[config.mk]
export PLATFORM = sky130hd
export DESIGN_NAME = mem_port_arbiter
export DESIGN_NICKNAME = d
export VERILOG_FILES = /design/src/rtl/mem_arb_pkg.sv /design/src/rtl/mem_port_arbiter_rr_pick2.sv /design/src/rtl/mem_port_arbiter.sv
export SDC_FILE = /design/constraint.sdc
export NUM_CORES = 1
export LEC_CHECK = 0
export ABC_AREA = 1
export BUFFER_PORTS_ARGS = -buffer_cell sky130_fd_sc_hd__buf_2
export CORE_AREA = 2 2 121 123
export CTS_BUF_LIST = sky130_fd_sc_hd__clkbuf_8
export CTS_CLUSTER_SIZE = 10
export DETAILED_ROUTE_END_ITERATION = 10
export DIE_AREA = 0 0 123 125
export MAX_ROUTING_LAYER = met4
export PLACE_DENSITY = 0.58
export SLEW_MARGIN = 10
export SYNTH_ARGS = -nofsm -noshare
export SYNTH_HDL_FRONTEND = slang
export SYNTH_SLANG_ARGS = --single-unit
[constraint.sdc]
create_clock -name clk -period 3.8 [get_ports clk]
set_input_delay 0.19 -clock clk [delete_from_list [all_inputs] [get_ports clk]]
set_output_delay 0.19 -clock clk [all_outputs]
set_load 0.05 [all_outputs]
[src/rtl/mem_arb_pkg.sv]
// mem_arb_pkg: shared types for the two-master memory port arbiter.
//   lock_st_e : bus lock FSM states
//   M_CORE/M_AUX : master indices (core port, loader/debug port)
//   rd_tag_t  : one-deep read tag that routes mem_rdata back to its issuer
package mem_arb_pkg;
  localparam int NUM_M = 2;

  localparam logic M_CORE = 1'b0;
  localparam logic M_AUX  = 1'b1;

  typedef enum logic [1:0] {
    UNLOCKED  = 2'd0,
    LOCKED_M0 = 2'd1,
    LOCKED_M1 = 2'd2
  } lock_st_e;

  typedef struct packed {
    logic valid;
    logic owner;
  } rd_tag_t;
endpackage

[src/rtl/mem_port_arbiter_rr_pick2.sv]
// rr_pick2: two-way pick over the eligible request vector.
//   elig : eligible requesters (bit N = master N)
//   last : master granted most recently (used only when RR=1)
//   gnt  : one-hot winner, 0 when nothing is eligible
// RR=1 favours the master not recorded in last; RR=0 lets master 0 win.
module rr_pick2 #(
  parameter bit RR = 1'b1
) (
  input  logic [1:0] elig,
  input  logic       last,
  output logic [1:0] gnt
);
  always_comb begin
    gnt = 2'b00;
    case (elig)
      2'b01:   gnt = 2'b01;
      2'b10:   gnt = 2'b10;
      2'b11:   gnt = (RR && !last) ? 2'b10 : 2'b01;
      default: gnt = 2'b00;
    endcase
  end
endmodule

[src/rtl/mem_port_arbiter.sv]
// mem_port_arbiter: shares one synchronous memory port between the core
// (master 0) and the loader/debug master (master 1).
//   mN_req/lock/we/addr/wdata/be : master request (held while mN_gnt=0)
//   mN_gnt    : combinational accept, at most one high per cycle
//   mN_rvalid : read data for master N, one cycle after its accepted read
//   mN_rdata  : mem_rdata routed to the issuer, 0 otherwise
//   mem_*     : memory strobe/command, all 0 when no master is granted
//   mem_rdata : memory read data, valid the cycle after a read strobe
// A bounded lock lets one master keep the port (byte-store RMW); a lock
// held for MAX_LOCK cycles is forcibly released and cannot be re-taken
// until that master drops its lock request once.
module mem_port_arbiter
  import mem_arb_pkg::*;
#(
  parameter int ADDR_W   = 32,
  parameter int DATA_W   = 32,
  parameter bit RR       = 1'b1,
  parameter int MAX_LOCK = 15
) (
  input  logic                clk,
  input  logic                resetn,
  input  logic                m0_req,
  input  logic                m0_lock,
  input  logic                m0_we,
  input  logic [ADDR_W-1:0]   m0_addr,
  input  logic [DATA_W-1:0]   m0_wdata,
  input  logic [DATA_W/8-1:0] m0_be,
  output logic                m0_gnt,
  output logic                m0_rvalid,
  output logic [DATA_W-1:0]   m0_rdata,
  input  logic                m1_req,
  input  logic                m1_lock,
  input  logic                m1_we,
  input  logic [ADDR_W-1:0]   m1_addr,
  input  logic [DATA_W-1:0]   m1_wdata,
  input  logic [DATA_W/8-1:0] m1_be,
  output logic                m1_gnt,
  output logic                m1_rvalid,
  output logic [DATA_W-1:0]   m1_rdata,
  output logic                mem_en,
  output logic                mem_we,
  output logic [ADDR_W-1:0]   mem_addr,
  output logic [DATA_W-1:0]   mem_wdata,
  output logic [DATA_W/8-1:0] mem_be,
  input  logic [DATA_W-1:0]   mem_rdata
);
  localparam int BE_W  = DATA_W / 8;
  localparam int CNT_W = $clog2(MAX_LOCK + 1);

  logic [NUM_M-1:0]             req, lock, we, elig, pick, gnt, rvalid;
  logic [NUM_M-1:0][ADDR_W-1:0] addr;
  logic [NUM_M-1:0][DATA_W-1:0] wdata, rdata;
  logic [NUM_M-1:0][BE_W-1:0]   be;

  lock_st_e         st;
  logic [CNT_W-1:0] lock_cnt;
  logic             last;
  logic [NUM_M-1:0] blk;
  rd_tag_t          tag;
  logic             any, win, own;

  assign req   = {m1_req, m0_req};
  assign lock  = {m1_lock, m0_lock};
  assign we    = {m1_we, m0_we};
  assign addr  = {m1_addr, m0_addr};
  assign wdata = {m1_wdata, m0_wdata};
  assign be    = {m1_be, m0_be};

  // While locked only the owner may be granted, even if it is idle.
  always_comb begin
    elig = '0;
    case (st)
      UNLOCKED:  elig = req;
      LOCKED_M0: elig = req & 2'b01;
      LOCKED_M1: elig = req & 2'b10;
      default:   elig = '0;
    endcase
  end

  rr_pick2 #(.RR(RR)) u_pick (
    .elig (elig),
    .last (last),
    .gnt  (pick)
  );

  // Grants are combinational from req, so gate them during reset to keep
  // every output quiet while resetn is low.
  assign gnt = pick & {NUM_M{resetn}};
  assign any = |gnt;
  assign win = gnt[1];
  assign own = (st == LOCKED_M1);

  assign m0_gnt    = gnt[0];
  assign m1_gnt    = gnt[1];
  assign mem_en    = any;
  assign mem_we    = any & we[win];
  assign mem_addr  = any ? addr[win]  : '0;
  assign mem_wdata = any ? wdata[win] : '0;
  assign mem_be    = any ? be[win]    : '0;

  for (genvar i = 0; i < NUM_M; i++) begin : g_rd
    assign rvalid[i] = tag.valid && (tag.owner == 1'(i));
    assign rdata[i]  = rvalid[i] ? mem_rdata : '0;
  end

  assign m0_rvalid = rvalid[0];
  assign m1_rvalid = rvalid[1];
  assign m0_rdata  = rdata[0];
  assign m1_rdata  = rdata[1];

  always_ff @(posedge clk or negedge resetn) begin
    if (!resetn) begin
      st       <= UNLOCKED;
      lock_cnt <= '0;
      last     <= M_AUX;
      blk      <= '0;
      tag      <= '0;
    end else begin
      // Tag is rewritten every cycle: no stall, one read in flight at most.
      tag.valid <= any & ~we[win];
      tag.owner <= win;
      if (any) last <= win;
      for (int i = 0; i < NUM_M; i++)
        if (!lock[i]) blk[i] <= 1'b0;
      case (st)
        UNLOCKED: begin
          if (any && lock[win] && !blk[win]) begin
            st       <= win ? LOCKED_M1 : LOCKED_M0;
            lock_cnt <= CNT_W'(1);
          end
        end
        LOCKED_M0, LOCKED_M1: begin
          if (!lock[own]) begin
            st       <= UNLOCKED;
            lock_cnt <= '0;
          end else if (lock_cnt == CNT_W'(MAX_LOCK)) begin
            // Forced release: hand priority to the other master and
            // block re-acquisition until the owner drops its lock once.
            st       <= UNLOCKED;
            lock_cnt <= '0;
            last     <= own;
            blk[own] <= 1'b1;
          end else begin
            lock_cnt <= lock_cnt + CNT_W'(1);
          end
        end
        default: st <= UNLOCKED;
      endcase
    end
  end
endmodule

==> metrics.yaml <==
ctsRootBufferMaster: "clkbuf_8"
layout_min_cycle_time_ps: 2931
critPathMaxFanout: 40
dpl.hpwl_um: 8981
hold_viol: 0
numCtsBuffers: 3
status: "complete, no violations"
cp-startpoint: "st[0]$_DFFE_PN0P_"
fillerInstances: 1648
reg2reg_to: "tag[1]$_DFF_PN0_"
critPathCaptureType: "primary output"
syn2layout_area_growth_pct: 78.91
io_pins: 314
reg2reg_slack_ps: 1660
worstPathCellList: "inv_1, ha_1, inv_2, nand2_1, nand2_1, nor2_2, nand2_2, nand2_2, buf_12, o21ai_0, nor2_1, buf_2"
worstMarginPinSlew_ps: 1071
syn_area_sq_um: 2160
vias_per_cell: 4.079
critical_path.endpoint: "mem_wdata[29]"
ant_nets: 0
timing.final.ws_setup_ps: 868.8
drt-total-wl_um: 10860
slew_viol_final: 0
num_vias: 3708
path_clk_slew_ps: 50
max_freq_mhz: 341.2
worstSetupPathDepth: 12
power.density_nw_per_um2: 686.5
skew_ps: 3.026
grt_max_degree: 74
dr.pass1.iters: 4
p_leak_uw: 0.002540
fp.dieW_um: 123
cts_buffer_depth: 2
grt_setup_unrepaired: "no"
grt_use_total_pct: 12.89
dieArea_sq_um: 15380
setup_tns_ps: 0
syn-num-nets: 613
numClockSinks: 11
critical_path_required_ps: 3610
cp_slowest_cell: "dfrtp_1"
syn_inst: 432
synth_cell_types: 28
r2r-start: "st[0]$_DFFE_PN0P_"
setup_violations: 0
drtIter0Drc: 147
slew_headroom_pct: 28.46
overflow: 0
core_sq_um: 14200
rows: 44
initial_utilization_pct: 15.20
post-route-period-util_pct: 77.14
postCtsSetupRepairBufs: 0
crit_family: "simple AND/OR/NAND/NOR gates"
yosysWarnings: 0
clock_latency_ps: 240
die_h_um: 125
antenna_found_initial: 0
htree_levels: 1
syn_area_per_cell_sq_um: 4.999
synth_seq_area_share_pct: 12.80
cap_violations: 0
grt_pass1_wl_um: 15590
pre_cts_ws_ps: 1130
nets: 907
crit_arrival_ps: 2740
routabilityCongestion: 0.8076
path_buf_inv: 4
avgRoutedWirePerCell_um: 11.94
synth_seq_cells: 11
reg2reg_depth: 10
layout-drive-gt1-share_pct: 45.38
criticalPathCategory: "flop to primary output"
first_global_vias: 3228
vdd_drop_max_uv: 251.7
diodes: 0
min_path_type: "primary input to flop"
slowest_delay_ps: 410
cts_tree: "yes"
drc_errors: 0
port_buffers: 313
start_kind: "flop"
==> state kept, by name (all words and copies together) (netlist names) <==
register,count
blk,2
lock_cnt,4
last,1
tag,2
st,2
==> power breakdown <==
| part | total, uW | leakage [uW] | internal, uW | switching (uW) |
|---|---|---|---|---|
| clock | 115 | 0.0000269 | 70.9 | 43.7 |
| sequential | 180 | 0.000145 | 153 | 26.8 |
| combinational | 2360 | 0.00237 | 532 | 1830 |
==> cell usage in the layout (no fill, tap or decap), drive strengths merged <==
master and instances:
clkbuf 3, a31oi 1, xnor2 1, dfrtp 10, nand3b 2, o22ai 1
ha 5, dfstp 1, nand2 29, a21oi 1, xor2 1, and2 1
o21ai 72, dlygate4sd3 1, buf 316, nand3 7, nand4 7, nor3 1
inv 53, nor2 212
==> worst register-to-register path, delay by kind of cell (launching register included) <==
family	cells	cell delay (ps)
compound gates	1	290
simple gates	5	590
buf+inv	3	500
fa+ha+maj	1	250
flops	1	410
==> layer usage <==
| metal | global-route usage [%] | up-vias | share of wire (%) |
|---|---|---|---|
| li1 | - | 1907 | - |
| met1 | 15.64 | 1574 | 42 |
| met2 | 23.59 | 216 | 48 |
| met3 | 1.004 | 11 | 8.9 |
| met4 | 1.671 | 0 | 0.76 |
| met5 | - | - | 0 |
==> layout make-up <==
cell class | count | area, sq um | share of cell area (%)
Timing Repair Buffer | 317 | 1612 | 41.71
Sequential cell | 11 | 276.5 | 7.157
Multi-Input combinational cell | 341 | 1498 | 38.76
Tap cell | 184 | 230.2 | 5.959
Inverter | 52 | 202.7 | 5.246
Clock inverter | 1 | 3.754 | 0.09715
Clock buffer | 3 | 41.29 | 1.069
==> synthesized netlist by cell type, drive strengths merged <==
cell type	number	area, sq um
clkbuf	12	52.55
dfstp	1	26.28
nand4	7	43.79
buf	16	130.1
nor2	212	800.8
nand3b	2	15.01
xnor2	1	8.760
nor3	1	5.000
nand2	29	116.4
o22ai	1	6.260
xor2	1	8.760
ha	5	62.56
nand3	7	52.55
and2	1	6.260
a21oi	1	5.000
inv	52	202.7
a31oi	1	6.260
o21ai	72	360.4
dfrtp	10	250.2
==> kinds of logic after synthesis <==
| family | synth area share (%) |
|---|---|
| flip-flops | 12.80 |
| AO/OA/AOI/OAI | 17.50 |
| AND/OR/NAND/NOR | 48.15 |
| XOR/XNOR | 0.8113 |
| adder cells (fa/ha/maj) | 2.897 |
| buffers and inverters | 17.84 |
==> worst min path at each step <==
stage | from | end | slack, ps | cells after the start
final | m0_lock | blk[0]$_DFF_PN0_ | 190 | 3
after global routing | m0_lock | blk[0]$_DFF_PN0_ | 220 | 3
after CTS | m0_lock | blk[0]$_DFF_PN0_ | 190 | 3
after detailed placement | resetn | lock_cnt[2]$_DFFE_PN0P_ | 80 | 1
after global placement | resetn | lock_cnt[2]$_DFFE_PN0P_ | 90 | 1
after floorplan | resetn | blk[0]$_DFF_PN0_ | -110 | 0
==> repair_timing <==
| action | CTS | global route |
|---|---|---|
| hold endpoints to repair | 10 | 0 |
| gates resized for setup | 0 | 0 |
| setup endpoints to repair | 0 | 0 |
| hold buffers | 1 | 0 |
==> through the flow <==
stage	utilization, %	std cells	total power [uW]	area, sq um	hold slack [ps]
after floorplan	-	432	2037	2160	-105.6
after global placement	26.81	904	2552	3809	85.32
after detailed placement	26.81	904	2546	3809	83.11
after CTS	27.20	909	2672	3864	186.4
after global routing	27.20	909	2839	3864	222.1
final	27.20	909	2652	3864	186.3
No activity file was read; power rests on OpenSTA's default activity.
